`config.mk`:
```
export PLATFORM = sky130hd
export DESIGN_NAME = waveform_monitor
export DESIGN_NICKNAME = d
export VERILOG_FILES = /design/src/rtl/waveform_pkg.sv /design/src/rtl/hyst_comparator.sv /design/src/rtl/waveform_monitor.sv
export SDC_FILE = /design/constraint.sdc
export NUM_CORES = 1
export LEC_CHECK = 0
export BUFFER_PORTS_ARGS = -buffer_cell sky130_fd_sc_hd__buf_2
export CAP_MARGIN = 0
export CORE_MARGIN = 5
export CORE_UTILIZATION = 52
export CTS_CLUSTER_SIZE = 28
export DETAILED_ROUTE_END_ITERATION = 16
export GPL_ROUTABILITY_DRIVEN = 0
export PLACE_DENSITY = 0.75
export SLEW_MARGIN = 20
export SYNTH_ARGS = -nofsm -noshare
export SYNTH_HDL_FRONTEND = slang
export SYNTH_SLANG_ARGS = --single-unit
```
`constraint.sdc`:
```
create_clock -name clk -period 2.6 [get_ports clk]
set_input_delay 0.52 -clock clk [delete_from_list [all_inputs] [get_ports clk]]
set_output_delay 0.52 -clock clk [all_outputs]
set_load 0.05 [all_outputs]
```
`src/rtl/waveform_pkg.sv`:
```
// Shared definitions for the waveform monitor.
//   DATA_W    : default sample width (unsigned, offset-binary)
//   MIDSCALE  : default crossing threshold
//   sample_t  : one sample word at the default width
//   wm_state_t: measurement FSM states
package waveform_pkg;

  localparam int DATA_W   = 10;
  localparam int MIDSCALE = 512;

  typedef logic [DATA_W-1:0] sample_t;

  typedef enum logic [1:0] {
    S_SYNC,
    S_ARMED,
    S_MEAS_HIGH,
    S_MEAS_LOW
  } wm_state_t;

endpackage

```
`src/rtl/hyst_comparator.sv`:
```
// Classifies one sample against a hysteresis band around MIDSCALE.
//   sample_i  : unsigned sample
//   is_high_o : sample >= MIDSCALE + HYST
//   is_low_o  : sample <  MIDSCALE - HYST
// Samples inside the band raise neither flag. Purely combinational.
module hyst_comparator #(
  parameter int DATA_W   = 10,
  parameter int MIDSCALE = 512,
  parameter int HYST     = 16
) (
  input  logic [DATA_W-1:0] sample_i,
  output logic              is_high_o,
  output logic              is_low_o
);

  localparam int HI_THR = MIDSCALE + HYST;
  localparam int LO_THR = MIDSCALE - HYST;

  // Compare in 32-bit signed space so thresholds outside the sample range behave.
  assign is_high_o = (int'(sample_i) >= HI_THR);
  assign is_low_o  = (int'(sample_i) <  LO_THR);

endmodule

```
`src/rtl/waveform_monitor.sv`:
```
// Measures a periodic waveform on the DAC sample bus: period (in valid
// samples) between rising midscale crossings, plus min/max over each cycle.
//   clk, reset    : clock, asynchronous active-high reset
//   sample_in     : sample bus, sample_valid qualifies it
//   period        : samples per cycle of the last completed measurement
//   vmin, vmax    : extremes over the last completed cycle
//   result_valid  : one-cycle pulse when period/vmin/vmax update
//   timeout       : one-cycle pulse when the counter saturates without a crossing
//   locked        : high while measuring (S_MEAS_HIGH / S_MEAS_LOW)
// A sample presented in cycle N is reflected on the outputs in cycle N+2.
module waveform_monitor
  import waveform_pkg::*;
#(
  parameter int DATA_W   = waveform_pkg::DATA_W,
  parameter int MIDSCALE = waveform_pkg::MIDSCALE,
  parameter int HYST     = 16,
  parameter int PERIOD_W = 16
) (
  input  logic                clk,
  input  logic                reset,
  input  logic [DATA_W-1:0]   sample_in,
  input  logic                sample_valid,
  output logic [PERIOD_W-1:0] period,
  output logic [DATA_W-1:0]   vmin,
  output logic [DATA_W-1:0]   vmax,
  output logic                result_valid,
  output logic                timeout,
  output logic                locked
);

  // Saturation is detected one count early so a crossing on the limiting
  // sample still yields period = 2^PERIOD_W-1 without wrapping.
  localparam logic [PERIOD_W-1:0] CNT_LAST = {{(PERIOD_W-1){1'b1}}, 1'b0};

  function automatic logic cnt_at_limit(input logic [PERIOD_W-1:0] c);
    return (c == CNT_LAST);
  endfunction

  function automatic logic [DATA_W-1:0] smin(input logic [DATA_W-1:0] a,
                                             input logic [DATA_W-1:0] b);
    return (a < b) ? a : b;
  endfunction

  function automatic logic [DATA_W-1:0] smax(input logic [DATA_W-1:0] a,
                                             input logic [DATA_W-1:0] b);
    return (a > b) ? a : b;
  endfunction

  logic [DATA_W-1:0]   s_q;
  logic                v_q;
  wm_state_t           state_q, state_d;
  logic [PERIOD_W-1:0] cnt_q, cnt_d;
  logic [DATA_W-1:0]   tmin_q, tmin_d;
  logic [DATA_W-1:0]   tmax_q, tmax_d;
  logic [PERIOD_W-1:0] per_q, per_d;
  logic [DATA_W-1:0]   vmin_q, vmin_d;
  logic [DATA_W-1:0]   vmax_q, vmax_d;
  logic                rv_q, rv_d;
  logic                to_q, to_d;
  logic                is_high, is_low;
  logic [DATA_W-1:0]   run_min, run_max;

  // Stage 1: input register
  always_ff @(posedge clk or posedge reset) begin
    if (reset) begin
      s_q <= '0;
      v_q <= 1'b0;
    end else begin
      s_q <= sample_in;
      v_q <= sample_valid;
    end
  end

  hyst_comparator #(
    .DATA_W   (DATA_W),
    .MIDSCALE (MIDSCALE),
    .HYST     (HYST)
  ) u_cmp (
    .sample_i  (s_q),
    .is_high_o (is_high),
    .is_low_o  (is_low)
  );

  // Running extremes including the current sample.
  assign run_min = smin(tmin_q, s_q);
  assign run_max = smax(tmax_q, s_q);

  // Stage 2: FSM, counter, trackers and output registers
  always_comb begin
    state_d = state_q;
    cnt_d   = cnt_q;
    tmin_d  = tmin_q;
    tmax_d  = tmax_q;
    per_d   = per_q;
    vmin_d  = vmin_q;
    vmax_d  = vmax_q;
    rv_d    = 1'b0;
    to_d    = 1'b0;

    if (v_q) begin
      unique case (state_q)
        S_SYNC: begin
          if (is_low) begin
            state_d = S_ARMED;
            cnt_d   = '0;
          end
        end

        S_ARMED: begin
          if (is_high) begin
            state_d = S_MEAS_HIGH;
            cnt_d   = '0;
            tmin_d  = s_q;
            tmax_d  = s_q;
          end else if (cnt_at_limit(cnt_q)) begin
            state_d = S_SYNC;
            cnt_d   = '0;
            to_d    = 1'b1;
          end else begin
            cnt_d = cnt_q + 1'b1;
          end
        end

        S_MEAS_HIGH: begin
          if (cnt_at_limit(cnt_q)) begin
            state_d = S_SYNC;
            cnt_d   = '0;
            to_d    = 1'b1;
          end else begin
            cnt_d  = cnt_q + 1'b1;
            tmin_d = run_min;
            tmax_d = run_max;
            if (is_low) state_d = S_MEAS_LOW;
          end
        end

        S_MEAS_LOW: begin
          // A crossing takes priority over saturation on the same sample.
          if (is_high) begin
            state_d = S_MEAS_HIGH;
            per_d   = cnt_q + 1'b1;
            vmin_d  = run_min;
            vmax_d  = run_max;
            rv_d    = 1'b1;
            cnt_d   = '0;
            tmin_d  = s_q;
            tmax_d  = s_q;
          end else if (cnt_at_limit(cnt_q)) begin
            state_d = S_SYNC;
            cnt_d   = '0;
            to_d    = 1'b1;
          end else begin
            cnt_d  = cnt_q + 1'b1;
            tmin_d = run_min;
            tmax_d = run_max;
          end
        end

        default: state_d = S_SYNC;
      endcase
    end
  end

  always_ff @(posedge clk or posedge reset) begin
    if (reset) begin
      state_q <= S_SYNC;
      cnt_q   <= '0;
      tmin_q  <= '0;
      tmax_q  <= '0;
      per_q   <= '0;
      vmin_q  <= '0;
      vmax_q  <= '0;
      rv_q    <= 1'b0;
      to_q    <= 1'b0;
    end else begin
      state_q <= state_d;
      cnt_q   <= cnt_d;
      tmin_q  <= tmin_d;
      tmax_q  <= tmax_d;
      per_q   <= per_d;
      vmin_q  <= vmin_d;
      vmax_q  <= vmax_d;
      rv_q    <= rv_d;
      to_q    <= to_d;
    end
  end

  assign period       = per_q;
  assign vmin         = vmin_q;
  assign vmax         = vmax_q;
  assign result_valid = rv_q;
  assign timeout      = to_q;
  assign locked       = (state_q == S_MEAS_HIGH) || (state_q == S_MEAS_LOW);

endmodule
```
==> flow_summary_export.csv, run 1 <==
group,metric,value,unit
grt,first_global_vias,3406,
synthesis,synth_commonest_cells,"87 x dfrtp_1, 70 x nand2_1, 69 x o21ai_0",
pwr,power_frac_seq,0.377,
detailed_routing,dr.pass1.iters,4,
flow_run,drv_cap,0,
synthesis,synthTopCellsByArea,"dfrtp_1 50%, o21ai_0 8.0%, ha_1 6.1%",
grt,met2_usage,0.295,
pwr,internal_power,3010,uW
detailed_routing,wl_per_cell,15.7,um
worst_setup_path,critPathSlowestCell,"dfrtp_1",
grt,globalRouteMet3Util,0.0311,
pwr,pwr_density_cell,1060,nW/um^2
timing,slew_headroom,0.478,
worst_setup_path,crit_path_start_kind,"flop",
worst_setup_path,cp_data_arrival_time,2640,ps
synthesis,syn_area_per_cell,9.45,um^2
pwr,leakagePower,0.00237,uW
grt,grt_start_max_net_pins,74,
timing,hold_slack,74.0,ps
cells_and_area,area_growth,16.4,%
synthesis,ys_seq_area_frac,0.504,
cts,root_buffer,"clkbuf_8",
synthesis,syn_area,4320,um^2
synthesis,synth.distinct_cells,48,
worst_setup_path,worstPathRequired,2820,ps
cts,cts_sinks,87,
timing,fin_crit,2420,ps
detailed_routing,ant_nets,0,
cts,hold_buffers,0,
synthesis,synth-edff-count,0,
grt,use_met1,0.316,
die,core,8130,um^2
synthesis,synth_top_area_frac,0.504,
worst_setup_path,cp-end-kind,"flop",
pwr,power_switching,2320,uW
synthesis,yosysWarnings,0,
placed_design,dp_hpwl,7100,um
grt,grt_overflow,0,
cells_and_area,design_area,5030,um^2
synthesis,synth.most_common_cell,"dfrtp_1",
die,dieHeight,101,um
timing,finalClockSkew,13.6,ps
synthesis,synthesis.nets,491,
cts,cts.clk_slew.worst_paths,90,ps
die,die_area,10200,um^2
placed_design,numPortBuffers,51,
timing,setup_viol,0,
die,ioPinCount,52,
synthesis,synth_ff_type,"dfrtp_1",
grt,antenna_found_initial,0,
pwr,p_sw_frac,0.435,
cells_and_area,drive_gt1_frac,0.197,
timing,setup_tns,0,ps
cts,cts_inserted_buffers,9,
timing,setup_ws,182,ps
cells_and_area,n_antenna_cell,0,
synthesis,synth.largest_area_cell,"dfrtp_1",
synthesis,synth_seq_cells,87,
pwr,pwr-share-comb,0.429,
cells_and_area,layout.nets,553,
placed_design,placed_area,4770,um^2
grt,grt_busiest_layer,"met1",
timing,post-route-period-util,0.930,
detailed_routing,wl,9840,um
worst_setup_path,critPathKind,"reg2reg",
pwr,peakVddDrop,424,uV
cts,cts_buffer_depth,2,
detailed_routing,drt-initial-drc-count,232,
worst_setup_path,cp_max_fo,12,
worst_hold_path,hold_class,"in2async",
worst_setup_path,cp_common_cell,"o21ai_0",
cts,cts_max_level,3,
worst_setup_path,path_cells,"inv_1 -> ha_1 -> nand4_1 -> nor3_2 -> and3_1 -> a211oi_4 -> buf_4 -> o31a_1 -> o21ai_0 -> o21ai_0",
cells_and_area,nFillCells,698,
cts,cts_tree,"built",
cts,insertion_delay,350,ps
timing,tightest_slew,783,ps
detailed_routing,drt-vias-per-instance,5.74,
die,die_w,101,um
grt,grt.total_usage,0.204,
status,status,"complete, no violations",
timing,finalHoldViolCount,0,
detailed_routing,drc,0,
die,initial_utilization,0.531,
die,rows,33,
worst_setup_path,cpPeakStageDelay,430,ps
timing,slew_violations,0,
detailed_routing,vias,3611,
timing,fmax,414,MHz
placed_design,place_ws,89.1,ps
synthesis,syn_inst,457,
grt,grt_pass1_wl,16700,um
pwr,pwr-share-clk,0.195,
synthesis,synth-async-reset-ratio,1.00,
## flip-flops by register name, indices dropped and copies added (netlist names)
| register | count |
|---|---|
| cnt_q | 16 |
| period | 16 |
| s_q | 10 |
| tmax_q | 10 |
| tmin_q | 10 |
| vmax | 10 |
| vmin | 10 |
| state_q | 2 |
| result_valid | 1 |
| timeout | 1 |
| v_q | 1 |
## final cells by class
type	instances	area, um^2	area share
flip-flops and latches	87	2180	0.433
multi-input cells	333	1990	0.397
repair buffers	72	438	0.0871
well taps	105	131	0.0261
clock buffers	10	128	0.0254
clock inverters	6	93.8	0.0187
inverters	16	63.8	0.0127
## worst paths after layout
check                        startpoint         to  slack [ps]  cells after the start
max                              s_q[5]  tmax_q[6]         180                     10
min                               reset  tmax_q[3]          70                      2
max reg2reg                      s_q[5]  tmax_q[6]         180                     10
min reg2reg                     vmax[4]    vmax[4]         480                      2
max in group asynchronous         reset  tmin_q[8]        1930                      3
min in group clk           sample_in[0]     s_q[0]         270                      1
## critical path, delay by kind of cell (launching register included)
kind                       cells  cell delay (ps)
and+or+nand+nor                3              540
AOI/OAI and AO/OA              4              670
adders and majority gates      1              330
DFF                            1              430
buffers and inverters          2              340
## metrics by stage
stage / utilization / total power, uW / instances
2_1_floorplan: - / 3620 / 457
3_3_place_gp: 0.587 / 4180 / 611
3_5_place_dp: 0.587 / 4250 / 611
4_1_cts: 0.614 / 5290 / 627
5_1_grt: 0.618 / 5670 / 629
6_report: 0.618 / 5320 / 629
## per-layer routing
metal  part of all wire  vias up  wire length, um
li1                   -     1748                -
met1               0.49     1745             4810
met2               0.44      104             4350
met3              0.054       14              531
met4              0.015        0              145
met5                  0        -                0
## cell usage in the layout, fill, tap and decap left out, types with 5 or more instances in the layout
cell      count
buf_4        19
nor2_1       32
ha_1         21
xnor2_1       8
dfrtp_1      86
xor2_1        6
nand4_1       5
o21ai_0      67
nand2_1      69
clkbuf_8      9
buf_2        51
a21oi_1      33
o211a_1       5
o22a_1        5
nand3_1      16
inv_1        14
o31ai_1       5
## what timing repair did
| action | 4_1_cts | 5_1_grt |
|---|---|---|
| resized for setup | 0 | 6 |
| endpoints found under the hold margin | 0 | 0 |
| setup buffers | 0 | 2 |
| setup endpoints to repair | 0 | 15 |
## logic make-up after synthesis
kind of cell	after synthesis	share of synthesized area
mux	6	0.0151
fa+ha+maj	21	0.0609
compound gates	146	0.203
simple gates	146	0.150
buf+inv	37	0.0385
xor+xnor	14	0.0284
flops	87	0.504
## power groups by stage
| stage | logic (uW) | clock network, uW | registers, uW |
|---|---|---|---|
| 4_1_cts | 2240 | 1060 | 2000 |
| 3_3_place_gp | 2180 | 0 | 2000 |
| 5_1_grt | 2500 | 1110 | 2060 |
| 6_report | 2280 | 1040 | 2000 |
| 2_1_floorplan | 1080 | 0 | 2550 |
| 3_5_place_dp | 2230 | 0 | 2020 |
(Power assumes the default switching activity.)
==> run 2, diff against run 1 <==
Settings changed: CTS_CLUSTER_SIZE 28 to 14, MAX_ROUTING_LAYER set to met4.
==> flow_summary_export.csv, run 2 (same netlist as run 1, synthesis figures left out) <==
group,metric,value,unit
status,status,"complete, no violations",
pwr,peakVddDrop,424,uV
grt,antenna_found_initial,0,
detailed_routing,dr.pass1.iters,4,
timing,finalClockSkew,13.8,ps
worst_setup_path,crit_path_start_kind,"flop",
timing,fin_crit,2420,ps
timing,slew_headroom,0.488,
timing,hold_slack,75.7,ps
pwr,leakagePower,0.00237,uW
worst_hold_path,hold_class,"in2async",
grt,grt_start_max_net_pins,74,
cells_and_area,drive_gt1_frac,0.197,
detailed_routing,ant_nets,0,
timing,slew_violations,0,
cells_and_area,layout_commonest_cell,"dfrtp_1",
worst_setup_path,worstPathRequired,2820,ps
cells_and_area,final_cell_mix,"86 x dfrtp_1, 69 x nand2_1, 67 x o21ai_0, 51 x buf_2, 33 x a21oi_1",
grt,grt_pass1_wl,16700,um
detailed_routing,drt-initial-drc-count,213,
cts,cts_buffer_depth,2,
timing,setup_ws,180,ps
worst_setup_path,cp_common_cell,"o21ai_0",
worst_setup_path,path_cells,"inv_1 -> ha_1 -> nand4_1 -> nor3_2 -> and3_1 -> a211oi_4 -> buf_4 -> o31a_1 -> o21ai_0 -> o21ai_0",
cells_and_area,n_antenna_cell,0,
cts,cts_sinks,87,
worst_setup_path,cpPeakStageDelay,430,ps
die,dieHeight,101,um
detailed_routing,drt-vias-per-instance,5.76,
grt,grt.total_usage,0.211,
worst_setup_path,critPathKind,"reg2reg",
timing,setup_viol,0,
placed_design,numPortBuffers,51,
cts,cts_inserted_buffers,9,
cells_and_area,area_growth,16.4,%
die,rows,33,
cells_and_area,layout.nets,553,
detailed_routing,drc,0,
placed_design,place_ws,89.1,ps
worst_setup_path,crit_family,"compound AO/OA/AOI/OAI gates",
die,core,8130,um^2
flow_run,drv_cap,0,
worst_setup_path,cp_max_fo,12,
die,die_area,10200,um^2
worst_setup_path,path_buf_inv,2,
worst_setup_path,critPathSlowestCell,"dfrtp_1",
placed_design,dp_hpwl,7100,um
detailed_routing,vias,3620,
die,initial_utilization,0.531,
pwr,pwr_density_cell,1060,nW/um^2
cts,cts_tree,"built",
grt,first_global_vias,3408,
timing,fmax,413,MHz
timing,tightest_slew,767,ps
grt,grt_overflow,0,
cts,cts.clk_slew.worst_paths,90,ps
worst_setup_path,cp_data_arrival_time,2640,ps
cells_and_area,utilization,0.618,
cts,insertion_delay,350,ps
detailed_routing,wl_per_cell,15.6,um
die,die_w,101,um
timing,post-route-period-util,0.931,
cts,cts_max_level,3,
detailed_routing,wl,9830,um
die,ioPinCount,52,
timing,finalHoldViolCount,0,
cts,root_buffer,"clkbuf_8",
worst_setup_path,cp-end-kind,"flop",
## run 2: cell counts in the layout (fill, tap and decap cells not counted)
No cell type changed its count.
## run 2: final cells by class
cell class | instances | area [um^2]
repair buffers | 72 | 438
multi-input cells | 333 | 1990
flip-flops and latches | 87 | 2180
clock buffers | 10 | 128
clock inverters | 6 | 93.8
inverters | 16 | 63.8
fillers | 698 | 3110
well taps | 105 | 131
## run 2: metal layers
layer  wire length, um  GRT usage  up-vias
met5                 0          -        -
met4               138     0.0634        0
met3               518     0.0298       15
met2              4330      0.296      107
met1              4850      0.316     1756
li1                  -          -     1742
## run 2: timing repair
action                                 in CTS  in global routing
hold buffers                                0                  0
buffers inserted                            0                  2
endpoints found under the hold margin       0                  0
resized for setup                           0                  6
setup endpoints to repair                   0                 15
## run 2: metrics by stage
| step | total power [uW] | setup TNS [ps] | instances | cell area, um^2 |
|---|---|---|---|---|
| global placement | 4180 | 0 | 611 | 4770 |
| global route | 5670 | -11.1 | 629 | 5030 |
| CTS | 5290 | 0 | 627 | 4990 |
| floorplan | 3620 | 0 | 457 | 4320 |
| finish | 5330 | 0 | 629 | 5030 |
| detailed placement | 4250 | 0 | 611 | 4770 |
## run 2: final timing paths
kind                              start         to  slack [ps]  cells past startpoint
setup reg to reg                 s_q[5]  tmax_q[6]         180                     10
min in group clk           sample_in[0]     s_q[0]         260                      1
hold / removal                    reset  tmax_q[3]          80                      2
setup / recovery                 s_q[5]  tmax_q[6]         180                     10
hold reg to reg                 vmax[4]    vmax[4]         480                      2
max in group asynchronous         reset  tmin_q[8]        1930                      3
## run 2: report_power, final
group,switching [uW],leakage [uW],internal [uW]
clock network,488,0.000107,548
logic,1530,0.00117,754
registers,300,0.00110,1700
## run 2: worst register-to-register path: stages (launching register included)
cell and delay (ps):
dfrtp_1 430, inv_1 150, ha_1 330, nand4_1 120
nor3_2 180, and3_1 240, a211oi_4 60, buf_4 190
o31a_1 300, o21ai_0 190, o21ai_0 120
==> run 3, diff against run 2 <==
Settings changed: CORE_ASPECT_RATIO set to 0.7.
==> flow_summary_export.csv, run 3 (same netlist as run 1, synthesis figures left out) <==
group,metric,value,unit
worst_setup_path,critPathLaunch,"s_q[5]",
timing,setup_tns,0,ps
die,die_w,119,um
detailed_routing,wl,10300,um
detailed_routing,vias,3625,
grt,grt.total_usage,0.224,
pwr,leakagePower,0.00242,uW
cts,postCtsSetupRepairBufs,0,
cts,cts_buffer_depth,2,
die,die_area,10300,um^2
detailed_routing,ant_nets,0,
worst_setup_path,crit_path_start_kind,"flop",
cells_and_area,area_growth,18.5,%
worst_setup_path,cp_max_fo,15,
pwr,power_frac_seq,0.355,
worst_setup_path,worstPathRequired,2820,ps
status,status,"complete, no violations",
worst_hold_path,hold_class,"in2async",
pwr,pwr-share-comb,0.403,
placed_design,numPortBuffers,51,
grt,grt_pass1_wl,17900,um
cts,insertion_delay,350,ps
detailed_routing,drc,0,
cells_and_area,layout_commonest_cell,"dfrtp_1",
worst_setup_path,cp_data_arrival_time,2660,ps
detailed_routing,drt-initial-drc-count,498,
pwr,p_sw_frac,0.412,
pwr,pwr_density_cell,1100,nW/um^2
pwr,fin_total_pwr,5630,uW
grt,grt_overflow,0,
die,core,7970,um^2
pwr,peakVddDrop,581,uV
die,initial_utilization,0.542,
cells_and_area,layout.nets,555,
cts,cts.clk_slew.worst_paths,60,ps
worst_setup_path,crit_end,"tmax_q[6]",
timing,rsz0062_at_grt,"false",
grt,first_global_vias,3665,
timing,tightest_slew,823,ps
worst_setup_path,r2r_end,"tmax_q[6]",
cells_and_area,n_antenna_cell,0,
placed_design,dp_hpwl,7450,um
pwr,pwr-share-clk,0.242,
timing,slew_headroom,0.451,
worst_setup_path,r2r_setup_slack,160,ps
cells_and_area,design_area,5120,um^2
cts,cts_inserted_buffers,9,
timing,finalHoldViolCount,0,
die,rows,27,
worst_setup_path,r2r_start,"s_q[5]",
pwr,internal_power,3310,uW
die,ioPinCount,52,
grt,grt_start_max_net_pins,50,
grt,antenna_found_initial,0,
detailed_routing,dr.pass1.iters,5,
cts,cts_max_level,3,
placed_design,placed_area,4780,um^2
cells_and_area,drive_gt1_frac,0.200,
timing,finalClockSkew,9.29,ps
timing,fmax,410,MHz
worst_setup_path,r2r_cells,10,
worst_setup_path,critPathKind,"reg2reg",
detailed_routing,drt-vias-per-instance,5.79,
worst_setup_path,cp-end-kind,"flop",
flow_run,drv_cap,0,
timing,slew_violations,0,
detailed_routing,wl_per_cell,16.4,um
cts,root_buffer,"clkbuf_16",
cts,cts_tree,"built",
cts,cts_sinks,87,
timing,fin_crit,2440,ps
pwr,power_switching,2320,uW
timing,setup_viol,0,
cells_and_area,final_cell_mix,"85 x dfrtp_1, 69 x nand2_1, 68 x o21ai_0, 51 x buf_2, 33 x a21oi_1",
die,dieHeight,86.2,um
timing,post-route-period-util,0.939,
==> run 3: cell types whose count changed in the layout (fill, tap and decap cells not counted), moves of 2 or more <==
cell	previous run	this run
clkbuf_8	9	1
clkinv_2	0	2
clkinv_4	2	0
buf_4	19	22
clkbuf_16	0	9
==> run 3: per-stage QoR <==
step	cells	utilization	hold WS, ps	setup WS, ps
after floorplan	457	-	480	304
after global placement	611	0.600	455	222
after detailed placement	611	0.600	465	102
after CTS	626	0.639	266	76.6
after global routing	626	0.642	271	4.46
final	626	0.642	251	159
==> run 3: layout make-up <==
| type | count | area [um^2] |
|---|---|---|
| clock buffer | 11 | 243 |
| clock inverter | 4 | 70.1 |
| fill | 672 | 2860 |
| inverter | 16 | 63.8 |
| multi-input combinational | 333 | 1990 |
| sequential | 87 | 2180 |
| tap | 101 | 126 |
| timing repair buffer | 74 | 440 |
==> run 3: how the worst min path moves through the flow <==
stage	endpoint	slack [ps]	startpoint
floorplan	cnt_q[14]	480	cnt_q[14]
global placement	vmax[6]	460	vmax[6]
detailed placement	vmax[9]	470	vmax[9]
CTS	cnt_q[7]	270	reset
global route	s_q[2]	270	sample_in[2]
finish	cnt_q[10]	250	reset
==> run 3: power groups by stage <==
stage / registers, uW / clock network, uW / logic (uW)
detailed placement: 2010 / 0 / 2220
CTS: 1990 / 1380 / 2240
floorplan: 2550 / 0 / 1080
finish: 2000 / 1360 / 2270
global placement: 2000 / 0 / 2160
global route: 2050 / 1430 / 2510
==> run 3: worst max-delay path, cell delays in order (launching register included) <==
cell,delay [ps]
dfrtp_1,430
inv_1,160
ha_1,330
nand4_1,100
nor3_2,180
and3_1,250
a211oi_4,60
buf_4,210
o31a_1,310
o21ai_0,180
o21ai_0,100
==> run 3: timing repair <==
item                                    CTS  global route
resized for setup                         0             6
hold buffers                              0             0
endpoints found under the setup margin    0            18
==> run 3: routing by layer <==
| layer | track usage | wire length, um | vias up |
|---|---|---|---|
| met5 | - | 0 | - |
| met4 | 0.0652 | 153 | 0 |
| met3 | 0.0718 | 1030 | 17 |
| met2 | 0.307 | 4270 | 150 |
| met1 | 0.320 | 4810 | 1716 |
| li1 | - | - | 1742 |
